[config.mk]
export PLATFORM = sky130hd
export DESIGN_NAME = adder_result_collector
export DESIGN_NICKNAME = d
export VERILOG_FILES = /design/src/rtl/adder_result_collector.sv
export SDC_FILE = /design/constraint.sdc
export NUM_CORES = 1
export LEC_CHECK = 0
export ABC_AREA = 1
export CORE_ASPECT_RATIO = 0.6
export CORE_UTILIZATION = 55
export CTS_CLUSTER_DIAMETER = 120
export DETAILED_ROUTE_END_ITERATION = 10
export PLACE_DENSITY = 0.84
export SKIP_LAST_GASP = 1
export SLEW_MARGIN = 0
export SYNTH_ARGS = -nofsm -noshare
export SYNTH_HDL_FRONTEND = slang
export SYNTH_SLANG_ARGS = --single-unit
[constraint.sdc]
create_clock -name clk -period 3.9 [get_ports clk]
set_input_delay 0.39 -clock clk [delete_from_list [all_inputs] [get_ports clk]]
set_output_delay 0.39 -clock clk [all_outputs]
set_load 0.005 [all_outputs]
[src/rtl/adder_result_collector.sv]
// adder_result_collector
//   Downstream stage of the pipelined 16-bit adder. Tracks which adder cycles
//   carry a valid operand pair, captures {cout,sum} LATENCY cycles after issue
//   and buffers the results in a DEPTH-entry show-ahead FIFO with a valid/ready
//   output. issue_ready is a credit signal: outstanding results (FIFO occupancy
//   plus operands still inside the adder) never exceed DEPTH, so a capture can
//   never meet a full FIFO.
//   Optional feature macro: SUM_ACCUM_EN -- push a running ACC_W-bit sum of
//   the captured values instead of the raw values, with a sticky wrap flag.
module adder_result_collector #(
    parameter int LATENCY = 1,
    parameter int DEPTH   = 4,
    parameter int ACC_W   = 24
) (
    input  logic                     clk,
    input  logic                     reset_n,
    input  logic                     issue_valid,
    output logic                     issue_ready,
    input  logic [15:0]              sum_in,
    input  logic                     cout_in,
    input  logic                     acc_clr,
    output logic                     out_valid,
    input  logic                     out_ready,
    output logic [ACC_W-1:0]         out_data,
    output logic [$clog2(DEPTH):0]   out_count,
    output logic                     acc_wrap
);
    localparam int PW = $clog2(DEPTH);
    localparam int CW = PW + 1;

    logic [LATENCY-1:0] r_vld;
    logic [ACC_W-1:0]   r_mem [DEPTH];
    logic [PW-1:0]      r_wr_ptr;
    logic [PW-1:0]      r_rd_ptr;
    logic [CW-1:0]      r_count;

    logic               w_issue_acc;
    logic               w_capture;
    logic               w_pop;
    logic [31:0]        w_inflight;
    logic [ACC_W-1:0]   w_v;
    logic [ACC_W-1:0]   w_push_data;

    assign w_issue_acc = issue_valid & issue_ready;
    assign w_capture   = r_vld[LATENCY-1];
    assign w_pop       = out_valid & out_ready;
    assign w_v         = ACC_W'({cout_in, sum_in});

    // Count operands currently travelling through the adder
    always_comb begin
        w_inflight = '0;
        for (int unsigned i = 0; i < LATENCY; i++) begin
            w_inflight = w_inflight + 32'(r_vld[i]);
        end
    end

    // Credit check uses registered occupancy only, so a pop frees credit next cycle
    assign issue_ready = ((32'(r_count) + w_inflight) < 32'(DEPTH));

    assign out_valid = (r_count != '0);
    assign out_data  = out_valid ? r_mem[r_rd_ptr] : '0;
    assign out_count = r_count;

    // Valid delay line mirroring the adder pipeline
    always_ff @(posedge clk or negedge reset_n) begin
        if (!reset_n) begin
            r_vld <= '0;
        end else begin
            r_vld[0] <= w_issue_acc;
            for (int unsigned i = 1; i < LATENCY; i++) begin
                r_vld[i] <= r_vld[i-1];
            end
        end
    end

    // FIFO storage; contents need no reset because out_data is gated by occupancy
    always_ff @(posedge clk) begin
        if (w_capture) begin
            r_mem[r_wr_ptr] <= w_push_data;
        end
    end

    // FIFO pointers and occupancy
    always_ff @(posedge clk or negedge reset_n) begin
        if (!reset_n) begin
            r_wr_ptr <= '0;
            r_rd_ptr <= '0;
            r_count  <= '0;
        end else begin
            if (w_capture) begin
                r_wr_ptr <= r_wr_ptr + PW'(1);
            end
            if (w_pop) begin
                r_rd_ptr <= r_rd_ptr + PW'(1);
            end
            case ({w_capture, w_pop})
                2'b10:   r_count <= r_count + CW'(1);
                2'b01:   r_count <= r_count - CW'(1);
                default: r_count <= r_count;
            endcase
        end
    end

`ifdef SUM_ACCUM_EN
    logic [ACC_W-1:0] r_acc;
    logic             r_acc_wrap;
    logic [ACC_W-1:0] w_acc_base;
    logic [ACC_W:0]   w_acc_next;

    // Running sum; acc_clr restarts it from the value captured in the same cycle
    always_comb begin
        w_acc_base = acc_clr ? {ACC_W{1'b0}} : r_acc;
        w_acc_next = {1'b0, w_acc_base} + {1'b0, w_v};
    end

    assign w_push_data = w_acc_next[ACC_W-1:0];
    assign acc_wrap    = r_acc_wrap;

    // Accumulator and sticky wrap flag
    always_ff @(posedge clk or negedge reset_n) begin
        if (!reset_n) begin
            r_acc      <= '0;
            r_acc_wrap <= 1'b0;
        end else if (w_capture) begin
            r_acc      <= w_acc_next[ACC_W-1:0];
            r_acc_wrap <= (acc_clr ? 1'b0 : r_acc_wrap) | w_acc_next[ACC_W];
        end else if (acc_clr) begin
            r_acc      <= '0;
            r_acc_wrap <= 1'b0;
        end
    end
`else
    logic w_unused_acc_clr;

    assign w_push_data      = w_v;
    assign acc_wrap         = 1'b0;
    assign w_unused_acc_clr = acc_clr;
`endif

endmodule

Word-level counts from Yosys, hierarchy flattened
Memory sizes are Yosys's and may differ from the RTL's.
Cells that the tools add are included.
W data, S select, Z words.

storage, ports and cells
  RAM bits = 68
  output and inout bits = 30
  bits in registers = 8
  memories = 1
  logic and storage cells = 21

operators by class
  reduce and logical (&&, ||, !) cells = 2
  $lt $le $gt $ge = 1
  bitwise gates (word level) = 2
  equal/unequal tests = 2
  add/subtract/negate cells = 5
  multiplexer cells = 4

memory list
  memory  depth  width  read ports  clocked after Yosys merged registers in  write ports  line  text
  r_mem   4      17     1           0                                        1            32    logic [ACC_W-1:0] r_mem [DEPTH];

operators by type and width
  operator               number
  $mux W24               1
  $pmux W3 S2            1
  $add A2 B1 Y2 const B  2
  $add A3 B1 Y4          1
  $lt A4 B3 Y1 const B   1
  $add A3 B1 Y3 const B  1
  $reduce_bool A3 Y1     1
  $sub A3 B1 Y3 const B  1
  $and A1 B1 Y1          2
  $eq A2 B1 Y1 const B   1
  $eq A2 B2 Y1 const B   1
  $mux W1                2
  $reduce_bool A2 Y1     1

Logic depth before layout (Yosys ltp)
  word-level depth = 4
  mapped depth = 12
  gate-level depth less buffers = 12

Worst setup path before layout
Ideal clock, no wire load.

  kind = register -> register
  from = reg r_count[0] (netlist: out_count[0])
  to = reg r_count[1] (netlist: out_count[1])
  slack = 2.243 ns
  required time = 3.817 ns
  path buffers = 0
  stages on the path, launching flop included = 9
  arrival = 1.575 ns
  library setup time = 0.083 ns
  clock period less this slack = 1.657 ns
  cells stage by stage = dfrtp_1 inv_1 nand3_2 nand2_1 inv_1 ha_1 inv_1 fa_1 o21ai_0

between the ends
  longest elaborated chain between the ends = 4
  elaborated cells on any way between the ends = 8
  classes of those cells = 2 x add/sub; 2 x eq/ne; 1 x mux; 1 x bitwise; 2 x reduce/logical

ends and longest elaborated chain
  element                                            line  text
  start: declaration                                 35    logic [CW-1:0] r_count;
  start signal: assignment                           97    2'b10: r_count <= r_count + CW'(1);
  start signal: assignment                           98    2'b01: r_count <= r_count - CW'(1);
  start signal: assignment                           99    default: r_count <= r_count;
  $reduce_bool A3 Y1 (*)                             60    assign out_valid = (r_count != '0);
  net out_valid                                      22    output logic out_valid,
  $and A1 B1 Y1 (*)                                  46    assign w_pop = out_valid & out_ready;
  net w_pop                                          39    logic w_pop;
  $eq A2 B1 Y1 or $eq A2 B2 Y1 (tied branches)       96    case ({w_capture, w_pop})
  $pmux W3 S2 or $reduce_bool A2 Y1 (tied branches)  n/a

Mark *: on every way through the listed nets, which the timed path passes. The rest lies on a longest branch.
A chain may end at the register's enable or synchronous reset.

Final worst setup path
  from = reg r_rd_ptr[0]
  to = out out_data[14]

between the ends
  longest elaborated chain between the ends = 2

ends and longest elaborated chain
  element                   line  text
  start: declaration        34    logic [PW-1:0] r_rd_ptr;
  start signal: assignment  94    r_rd_ptr <= r_rd_ptr + PW'(1);
  $mem_v2 Z4 W17            n/a
  $mux W24                  61    assign out_data = out_valid ? r_mem[r_rd_ptr] : '0;
  end: declaration          24    output logic [ACC_W-1:0] out_data,

Every way passes these cells.

==> out/summary.txt <==
Status: complete, no violations
Logic gate share of total power: 41.7%
Die area: 6670 µm²
WP data required: 3.51 ns
VDD IR-drop max: 0.338 mV
Netlist cell types: 23
Synthesized area per cell: 10.4 µm²
Net count, final: 406
Largest net degree at the start of global routing: 36
Number of fillers in the final layout: 454
RSZ-0062 raised after global routing: no
Most instantiated library cell after synthesis: inv_1
Die X-Extent: 105 µm
Synth Warn #: 0
I/O Pins: 52
Area grow syn2layout: 16.8%
Commonest cells in the netlist: inv_1, nand2_1, edfxtp_1
Standby leakage power: 1.83 nW
GRT Residual Overflow: 0
CP startpoint kind: flip-flop
Ant diodes: 0
Post-synth top flop: edfxtp_1
IO buf count: 42
P_sw: 0.993 mW
TritonCTS Buffers: 9
Post-Route WL: 6.26 mm
Clk pwr share: 18.7%
F_max: 330 MHz
Final setup TNS: 0 ns
CP Capture Type: output pin
Clock sink total: 76
Die H: 63.7 µm
Clock Path Buffers: 2
Sequential area share after synthesis: 64.3%
CP Max Fanout: 35
Final core utilization: 66.6%
CTS tree: done
Initial Util: 57.0%
Share of power burned in registers: 39.6%
Area leader, netlist: edfxtp_1
Power consumption: 2.88 mW
Hpwl dp: 3.82 mm
Sw frac: 34.4%
Clk_lat worst skew: 0.34 ns
First-pass DRT Iterations: 4
Critical-path top delay cell: dfrtp_1
Final Cycle Share: 77.7%
Initial DRC count: 157
WHS: 0.331 ns
First-pass GRT wire length: 10.0 mm
Initial antenna violation count: 0
Vias in the first global route: 2,176
Core Rows: 22
Max Slew Vio Count: 0
Mapped Area: 3490 µm²
Crit path cell chain: buf_4 -> inv_4 -> nand2_1 -> nand3_1 -> a21oi_1 -> clkdlybuf4s50_1
DRC errors left: 0
Final Hold Vio Count: 0
Peak per-stage delay on the critical path: 0.69 ns
Core Footprint: 6110 µm²
# Max-Cap Violations: 0
Synth Register Bits: 76
Async S/R FF share, synth: 10.5%
Synth area leaders: edfxtp_1, inv_1, nand2_1
Final ANT Viol Nets: 0
Routed vias: 2,249
Avg WL per Cell: 13.4 µm
Worst Hold Class: in2async
Area share of the leading cell type in the synthesized netlist: 58.6%
Mapped Cells: 336
Tot GR Track Use: 20.6%
Pre-CTS WS: 1.30 ns
PwrDens: 708 nW/µm²
Clock Tree Root: clkbuf_8
Int Pwr: 1.89 mW
Final clock skew: 0.00856 ns
Slew headroom: 47.7%
Final setup viols: 0
Hold buffers post-CTS: 0
Vias per std cell: 4.83
CTS resizes: 0
Register-to-Register Path Depth: 11
Setup Crit Path Kind: reg2out
Final worst setup slack: 0.871 ns
Worst-Margin Slew: 0.784 ns
Minimum clock period: 3.03 ns
Layout cells sized above 1: 7.07%
Reg clk slew, reported paths: 0.07 ns
Number of flops mapped to enable cells by yosys: 68
Post-CTS Setup Inserts: 0
GPL Wtd Cong: 0.734
Worst endpoint data arrival time: 2.64 ns
H-tree Lvls: 3
## metrics by stage
| stage | std cells | instance area (µm²) |
|---|---|---|
| 6_report | 466 | 4070 |
| 3_5_place_dp | 451 | 3900 |
| 2_1_floorplan | 343 | 3510 |
| 3_3_place_gp | 451 | 3900 |
| 4_1_cts | 466 | 4070 |
| 5_1_grt | 466 | 4070 |
## power groups by stage
stage	Clock, mW	Sequential [mW]	Combinational (mW)
after floorplan	0	1.11	0.745
after global placement	0	1.15	1.16
after detailed placement	0	1.15	1.20
after CTS	0.550	1.14	1.21
after global routing	0.579	1.16	1.32
final	0.541	1.14	1.20
## area by class of cell
type	instances	area [µm²]	share of cell area [%]
sequential	76	2240	55.1
tap	84	105	2.58
timing repair buffer	44	435	10.7
clock inverter	3	38.8	0.952
multi-input combinational	160	787	19.3
clock buffer	12	135	3.32
inverter	87	329	8.08
## flip-flops by register name (all words and copies together) (netlist names)
name,count
out_count,3
r_mem,68
r_rd_ptr,2
r_vld,1
r_wr_ptr,2
## metal layers
layer / track usage (%) / wire, µm / vias up
met5: 0 / 0 / -
met4: 8.98 / 78 / 0
met3: 5.28 / 314 / 11
met2: 34.9 / 3010 / 69
met1: 25.1 / 2850 / 1055
li1: - / - / 1114
## worst paths after layout
path / start / endpoint / slack (ns)
min: reset_n / r_wr_ptr[0] / 0.33
max reg2reg: out_count[0] / out_count[2] / 2.04
max: r_rd_ptr[0] / out_data[14] / 0.87
min in group clk: r_wr_ptr[0] / r_wr_ptr[0] / 0.54
min reg2reg: r_wr_ptr[0] / r_wr_ptr[0] / 0.54
max in group asynchronous: reset_n / r_rd_ptr[1] / 3.28
## placed cells by master (no fill, tap or decap), types with 2 or more instances in the layout
master,Yosys,layout
a21oi_1,16,16
buf_4,9,2
clkbuf_1,0,3
clkbuf_8,0,9
clkdlybuf4s50_1,0,42
clkinv_1,1,2
conb_1,1,8
dfrtp_1,8,8
edfxtp_1,68,68
ha_1,5,5
inv_1,84,84
nand2_1,74,74
nand2_2,9,9
nand3_1,36,36
nand3_2,2,2
o21ai_0,3,3
xnor2_1,2,2
## kinds of logic (layout without fill, tap and decap cells)
kind of cell             count (synthesis)  after routing  synth area share, %
buffers and inverters                  107            146                 13.9
adder cells (fa/ha/maj)                  6              6                 2.37
flip-flops                              76             76                 64.3
AND/OR/NAND/NOR                        123            123                 15.6
XOR/XNOR                                 3              3                0.754
other                                    1              8                0.108
AO/OA/AOI/OAI                           20             20                 2.98
## critical path: cells and delay by family (launching register included)
kind | cells | cell delay (ns)
AND/OR/NAND/NOR | 2 | 0.21
buffers and inverters | 3 | 1.16
AO/OA/AOI/OAI | 1 | 0.24
flip-flops | 1 | 0.69
Note: power is estimated with default switching activity, not from simulation.
